==> src/rtl/uart_tx_arb.sv <==
// Two-requester arbiter feeding a single registered byte buffer in front of a UART transmitter.
// Define UART_TX_ARB_LINE_LOCK_EN to hold the grant on one requester until it sends 8'h0A or goes idle.
module uart_tx_arb #(
  parameter logic [15:0] LOCK_TIMEOUT = 16'd1024,
  localparam int unsigned CH_W = 8
) (
  input  logic            clk,
  input  logic            rst_n,
  input  logic            req0_vld,
  input  logic [CH_W-1:0] req0_ch,
  output logic            req0_rdy,
  input  logic            req1_vld,
  input  logic [CH_W-1:0] req1_ch,
  output logic            req1_rdy,
  output logic            tx_vld,
  output logic [CH_W-1:0] tx_ch,
  input  logic            tx_rdy,
  output logic            owner
);

  localparam logic [CH_W-1:0] NEWLINE = CH_W'(8'h0A);

  logic            tx_vld_q, tx_vld_d;
  logic [CH_W-1:0] tx_ch_q, tx_ch_d;
  logic            owner_q, owner_d;
  logic            gnt_vld_c, gnt_idx_c;
  logic            buf_free_c, accept_c;
  logic [CH_W-1:0] sel_ch_c;

`ifdef UART_TX_ARB_LINE_LOCK_EN
  localparam int unsigned CNT_W = 16;
  localparam logic [CNT_W-1:0] LOCK_LAST = CNT_W'(LOCK_TIMEOUT - 16'd1);

  typedef enum logic [1:0] {IDLE, LOCK0, LOCK1} state_e;

  state_e           state_q, state_d;
  logic [CNT_W-1:0] cnt_q, cnt_d, cnt_inc_c;
  logic             lock_vld_c;
`endif

  // Grant selection: round-robin on ties, overridden by an active line lock.
  always_comb begin
    gnt_vld_c = req0_vld | req1_vld;
    gnt_idx_c = 1'b0;
    if (req0_vld && req1_vld) begin
      gnt_idx_c = ~owner_q;
    end else if (req1_vld) begin
      gnt_idx_c = 1'b1;
    end
`ifdef UART_TX_ARB_LINE_LOCK_EN
    case (state_q)
      LOCK0: begin
        gnt_vld_c = req0_vld;
        gnt_idx_c = 1'b0;
      end
      LOCK1: begin
        gnt_vld_c = req1_vld;
        gnt_idx_c = 1'b1;
      end
      default: ;
    endcase
`endif
  end

  assign buf_free_c = ~tx_vld_q | tx_rdy;
  assign accept_c   = buf_free_c & gnt_vld_c;
  assign sel_ch_c   = gnt_idx_c ? req1_ch : req0_ch;
  assign req0_rdy   = accept_c & ~gnt_idx_c;
  assign req1_rdy   = accept_c & gnt_idx_c;

  // Output buffer: refill wins over drain so a byte per cycle can stream through.
  always_comb begin
    tx_vld_d = tx_vld_q;
    tx_ch_d  = tx_ch_q;
    owner_d  = owner_q;
    if (accept_c) begin
      tx_vld_d = 1'b1;
      tx_ch_d  = sel_ch_c;
      owner_d  = gnt_idx_c;
    end else if (tx_rdy) begin
      tx_vld_d = 1'b0;
    end
  end

  always_ff @(posedge clk or negedge rst_n) begin
    if (!rst_n) begin
      tx_vld_q <= 1'b0;
      tx_ch_q  <= '0;
      owner_q  <= 1'b1;
    end else begin
      tx_vld_q <= tx_vld_d;
      tx_ch_q  <= tx_ch_d;
      owner_q  <= owner_d;
    end
  end

`ifdef UART_TX_ARB_LINE_LOCK_EN
  // Lock FSM: newline or an idle owner releases the line.
  always_comb begin
    state_d    = state_q;
    cnt_d      = '0;
    lock_vld_c = (state_q == LOCK1) ? req1_vld : req0_vld;
    cnt_inc_c  = (cnt_q == LOCK_LAST) ? cnt_q : cnt_q + CNT_W'(1);
    case (state_q)
      IDLE: begin
        if (accept_c && (sel_ch_c != NEWLINE)) begin
          state_d = gnt_idx_c ? LOCK1 : LOCK0;
        end
      end
      default: begin
        if (accept_c && (sel_ch_c == NEWLINE)) begin
          state_d = IDLE;
        end else if (!lock_vld_c) begin
          if (cnt_inc_c == LOCK_LAST) begin
            state_d = IDLE;
          end else begin
            cnt_d = cnt_inc_c;
          end
        end
      end
    endcase
  end

  always_ff @(posedge clk or negedge rst_n) begin
    if (!rst_n) begin
      state_q <= IDLE;
      cnt_q   <= '0;
    end else begin
      state_q <= state_d;
      cnt_q   <= cnt_d;
    end
  end
`else
  // Per-byte arbitration only; the timeout parameter has no effect in this build.
  if (LOCK_TIMEOUT == 16'd0) begin : g_timeout_unused
  end
`endif

  assign tx_vld = tx_vld_q;
  assign tx_ch  = tx_ch_q;
  assign owner  = owner_q;

endmodule

==> config.mk <==
export PLATFORM = sky130hd
export DESIGN_NAME = uart_tx_arb
export DESIGN_NICKNAME = d
export VERILOG_FILES = /design/src/rtl/uart_tx_arb.sv
export SDC_FILE = /design/constraint.sdc
export NUM_CORES = 1
export LEC_CHECK = 0
export BUFFER_PORTS_ARGS = -buffer_cell sky130_fd_sc_hd__buf_2
export CAP_MARGIN = 15
export CELL_PAD_IN_SITES_DETAIL_PLACEMENT = 0
export CELL_PAD_IN_SITES_GLOBAL_PLACEMENT = 1
export CORE_AREA = 2 2 45 47
export DETAILED_ROUTE_END_ITERATION = 12
export DIE_AREA = 0 0 47 49
export PLACE_DENSITY_LB_ADDON = 0.15
export SLEW_MARGIN = 10
export SYNTH_ARGS = -nofsm -noshare
export SYNTH_HDL_FRONTEND = slang
export SYNTH_SLANG_ARGS = --single-unit
==> constraint.sdc <==
create_clock -name clk -period 2.6 [get_ports clk]
set_input_delay 0.52 -clock clk [delete_from_list [all_inputs] [get_ports clk]]
set_output_delay 0.52 -clock clk [all_outputs]
set_load 0.1 [all_outputs]
# Yosys cells after proc, flatten, opt, wreduce, memory -nomap -nowiden

Index checks and enable logic that the tools add are counted.
W data, S select, Z words.

Bits of input ports: 21
Latch bits: 0
Bits in writable memories: 0
Word-level logic and storage cells: 18
Memories kept: 0
Register bits after elaboration: 10
Output and inout port bits: 12
ROM bits: 0

Mux-type cells: 5
Bitwise logic cells: 8
Divide/modulo/power cells: 0
Shift-type cells: 0
$mul: 0
Reduce and logical (&&, ||, !) cells: 2
Order comparisons: 0
Add/subtract/negate cells: 0
Equal/unequal tests: 0

Operators with widths:

| kind                | count |
|---|---|
| $mux W8             | 1 |
| $mux W1             | 4 |
| $and A1 B1 Y1       | 3 |
| $not A1 Y1          | 3 |
| $or A1 B1 Y1        | 2 |
| $reduce_bool A2 Y1  | 1 |
| $logic_and A1 B1 Y1 | 1 |

# Depth between registers and ports, before layout

Word-level depth: 4
Depth in mapped cells: 4
Gate-level depth less buffers: 3

# Worst setup path before layout

OpenSTA, ideal clock, no wires.

Path type: flip-flop to output port
Start point: register tx_vld_q (netlist: tx_vld)
End point: output port req0_rdy
Data required time: 2.080 ns
Setup slack: -1.315 ns
Cell stages (with the launch flop): 4
Arrival time: 3.395 ns
Path buffers: 1
Cell sequence: dfrtp_1 -> nor2b_4 -> buf_2 -> nor3b_1

Longest elaborated chain between the ends: 4

Ends and longest elaborated chain:

| item                     | line | source |
|---|---|---|
| start: declaration       | 23   | `logic tx_vld_q, tx_vld_d;` |
| start signal: assignment | 91   | `tx_vld_q <= tx_vld_d;` |
| $not A1 Y1               | 65   | `assign buf_free_c = ~tx_vld_q \| tx_rdy;` |
| $or A1 B1 Y1             | 65   |  |
| $and A1 B1 Y1            | 66   | `assign accept_c = buf_free_c & gnt_vld_c;` |
| $and A1 B1 Y1            | 68   | `assign req0_rdy = accept_c & ~gnt_idx_c;` |
| end: declaration         | 11   | `output logic req0_rdy,` |

Every way passes these cells.

# Final worst setup path

Start point: register tx_vld_q (netlist: tx_vld)
End point: output port req1_rdy

Longest elaborated chain between the ends: 4

Ends and longest elaborated chain:

| item             | line | source |
|---|---|---|
| $not A1 Y1       | 65   |  |
| $or A1 B1 Y1     | 65   |  |
| $and A1 B1 Y1    | 66   |  |
| $and A1 B1 Y1    | 69   | `assign req1_rdy = accept_c & gnt_idx_c;` |
| end: declaration | 14   | `output logic req1_rdy,` |

Every way passes these cells.

==> results.md <==
- Final Cycle Share: approximately 90%
- Kind of path behind the tightest hold check: in2async
- Number of global-route vias before repair: slightly below 500
- Worst-Skew Late Latency: about 270 ps
- Final setup viols: 0
- Post-CTS setup-driven buffer insertion count: 0
- Maximum fanout along the worst path: 12
- Worst-case headroom to the max-slew limit: 56.3%
- Number of clock sinks: 10
- Final antenna-violating net count: 0
- GRT met1 Usage: 16.8%
- Total overflow reported by the global router: 0
- Clock H-tree levels: 1
- Post-Route Hold Slack: roughly 91 ps
- Main area contributors after synthesis: dfrtp_1, a221o_1, nor3_1
- GP Congestion: about 0.7
- P&R area growth vs syn: 47.8%
- #FFs+latches synth: 10
- Kind of start point of the critical path: flip-flop
- Clock tree from TritonCTS: yes
- CP top delay family: buffers and inverters
- Cell count after placement: 102
- Cell type with the highest aggregate area in the netlist: dfrtp_1
- Global-route wire length before repair: 2100 µm
- Combined flip-flop and latch cell area: 251 µm²
- Horizontal extent of the die: 47 µm
- Outcome: complete, no violations
- Area of the mapped netlist: between 400 and 500 µm²
- Total global routing track utilization: between 10% and 20%
- Clock transition at the registers of the reported paths: approximately 70 ps
- Die span in y: just under 50 µm
- Unrepaired setup endpoints after global routing: no
- Post-CTS resize count: 0
- Antenna violations before repair: 0
- Number of cells in the finished layout apart from fillers: approximately 110
- Total number of vias: 510
- TritonRoute pass-1 iters: 4
- Met2 track demand over resource: a little under a fifth
- Num CTS Buffers: 3
- Layout net count: between 100 and 150
- # fillers: 194
- Arrival time of data at the critical path endpoint: around 1800 ps
- Transition time at the pin with the least slew margin: around 650 ps
- Layout cell share with drive strength beyond 1: just over 50%
- Clock root buffer: clkbuf_4
- Mean routed wirelength per cell: roughly 13 µm
- Worst setup path category: reg2out
- Setup clock skew after layout: approximately 3.2 ps
- Sequential-to-total area share from yosys stat: about half
- Buffers added on ports: 32
- Per-instance average area after synthesis: between 10 and 15 µm²
- Number of antenna diodes: 0
- Sum of negative setup slack: 0 ps
- Met3 global-route usage: between 5 and 6%
- Kind of capture point of the worst setup path: primary output
- Area share of the largest cell type after synthesis: between 40 and 50%
- Initial core utilization: a little over a quarter
- I/O pin count: 33
- Vias per cell: roughly 4.8
- Static leakage: roughly 0.37 nW
- Multi-input combinational cell area: about 230 µm²
- CP Buf/Inv Count: 1
- Core area: around 1800 µm²
- # hold bufs at CTS: 0
- Slowest-stage cell, CP: buf_2
- Highest achievable clock rate: about 440 MHz
- Warnings, synthesis: 0
- Reg-to-reg setup timing slack: about 1200 ps
- Power density over the cells: 884 nW/µm²
- Routed WL: roughly 1400 µm
- Worst path cell trace: nor2b_4 > a211oi_4 > buf_2
- Worst Path Required: 2080 ps
- Post-synth cell types: 14
- Highest ir drop seen on vdd: between 0.2 and 0.3 mV
- Most used routing layer: met2
- Sum of net half-perimeters after detailed placement: about 1000 µm
- Area of the die: about 2300 µm²
- Instance count of the mapped netlist: 45
- Worst-case clock buffer depth: 2
- Max-cap violations: 0
- Final period demand of the worst path: about 2300 ps
- Layout Cell Area excl Fill: 723 µm²
- Post-route DRC violation count: 0
- Pin count of the biggest net entering global routing: 13
- Post-place instance area: just under 700 µm²
- Max Transition Viols Final: 0
- Post-Syn Nets: 66
- Number of DRC violations after detailed-routing iteration 0: 11
- Count of endpoints failing hold in the final timing report: 0
- Largest incremental delay on the critical path: approximately 520 ps
- Number of core rows: 16
[final timing paths]
path,from,depth (start not counted),endpoint
min in group clk,req1_ch[5],2,tx_ch[5]$_DFFE_PN0P_
setup / recovery,tx_vld$_DFFE_PN0P_,3,req1_rdy
setup reg to reg,tx_vld$_DFFE_PN0P_,3,tx_ch[2]$_DFFE_PN0P_
hold / removal,rst_n,1,tx_ch[6]$_DFFE_PN0P_
max in group asynchronous,rst_n,1,owner$_DFFE_PN1P_
hold reg to reg,tx_ch[4]$_DFFE_PN0P_,1,tx_ch[4]$_DFFE_PN0P_
[power by group]
group / leakage [nW] / switching (mW) / total (mW) / internal (mW)
combinational: 0.227 / 0.242 / 0.299 / 0.0571
sequential: 0.119 / 0.0144 / 0.195 / 0.181
clock: 0.0210 / 0.0597 / 0.145 / 0.0852
total: 0.367 / 0.316 / 0.639 / 0.323
[kinds of logic after synthesis]
group / after synthesis / synth area share [%]
simple gates: 20 / 21.2
compound gates: 11 / 23.5
flops: 10 / 51.4
buf+inv: 4 / 3.83
[per-layer routing]
layer  up-vias  part of all wire (%)
met5         -                     0
met4         0                   1.0
met3         2                   9.0
met2        26                    45
met1       246                    45
li1        236                     -
[area by class of cell]
type / instances / share of cell area, %
multi-input combinational: 31 / 31.8
clock buffer: 4 / 5.02
inverter: 1 / 0.519
sequential: 10 / 34.8
tap: 27 / 4.67
timing repair buffer: 33 / 23.2
[synth_stat cells]
cell      n
dfstp_2   1
nor2b_4   1
a221o_1   8
or3_1     1
buf_2     3
a211oi_4  1
nor3_1    8
o21bai_1  1
nand2_1   8
nor3b_1   1
a21o_1    1
nor2b_1   1
dfrtp_1   9
inv_1     1
[flip-flops by register name, indices dropped and copies added (netlist names)]
| name | cells |
|---|---|
| owner | 1 |
| tx_ch | 8 |
| tx_vld | 1 |
[per-stage QoR]
| step | total power [mW] | utilization [%] | worst slack [ps] |
|---|---|---|---|
| 2_1_floorplan | 0.441 | - | 43.3 |
| 3_3_place_gp | 0.500 | 37.3 | 380 |
| 3_5_place_dp | 0.499 | 37.3 | 368 |
| 4_1_cts | 0.649 | 39.3 | 276 |
| 5_1_grt | 0.671 | 39.3 | 208 |
| 6_report | 0.639 | 39.3 | 307 |
[worst reg2reg max path, stage by stage (launching register included)]
cell,delay [ps]
dfrtp_1,340
nor2b_4,330
o21bai_1,380
a221o_1,260
[layout by cell type, fill, tap and decap left out, drive strengths merged]
| cell | n |
|---|---|
| dfrtp | 9 |
| dfstp | 1 |
| a221o | 8 |
| or3 | 1 |
| nor3 | 8 |
| nand2 | 8 |
| inv | 1 |
| buf | 33 |
| nor2b | 2 |
| a21o | 1 |
| clkbuf | 4 |
| a211oi | 1 |
| o21bai | 1 |
| nor3b | 1 |
No activity file was read; power rests on OpenSTA's default activity.
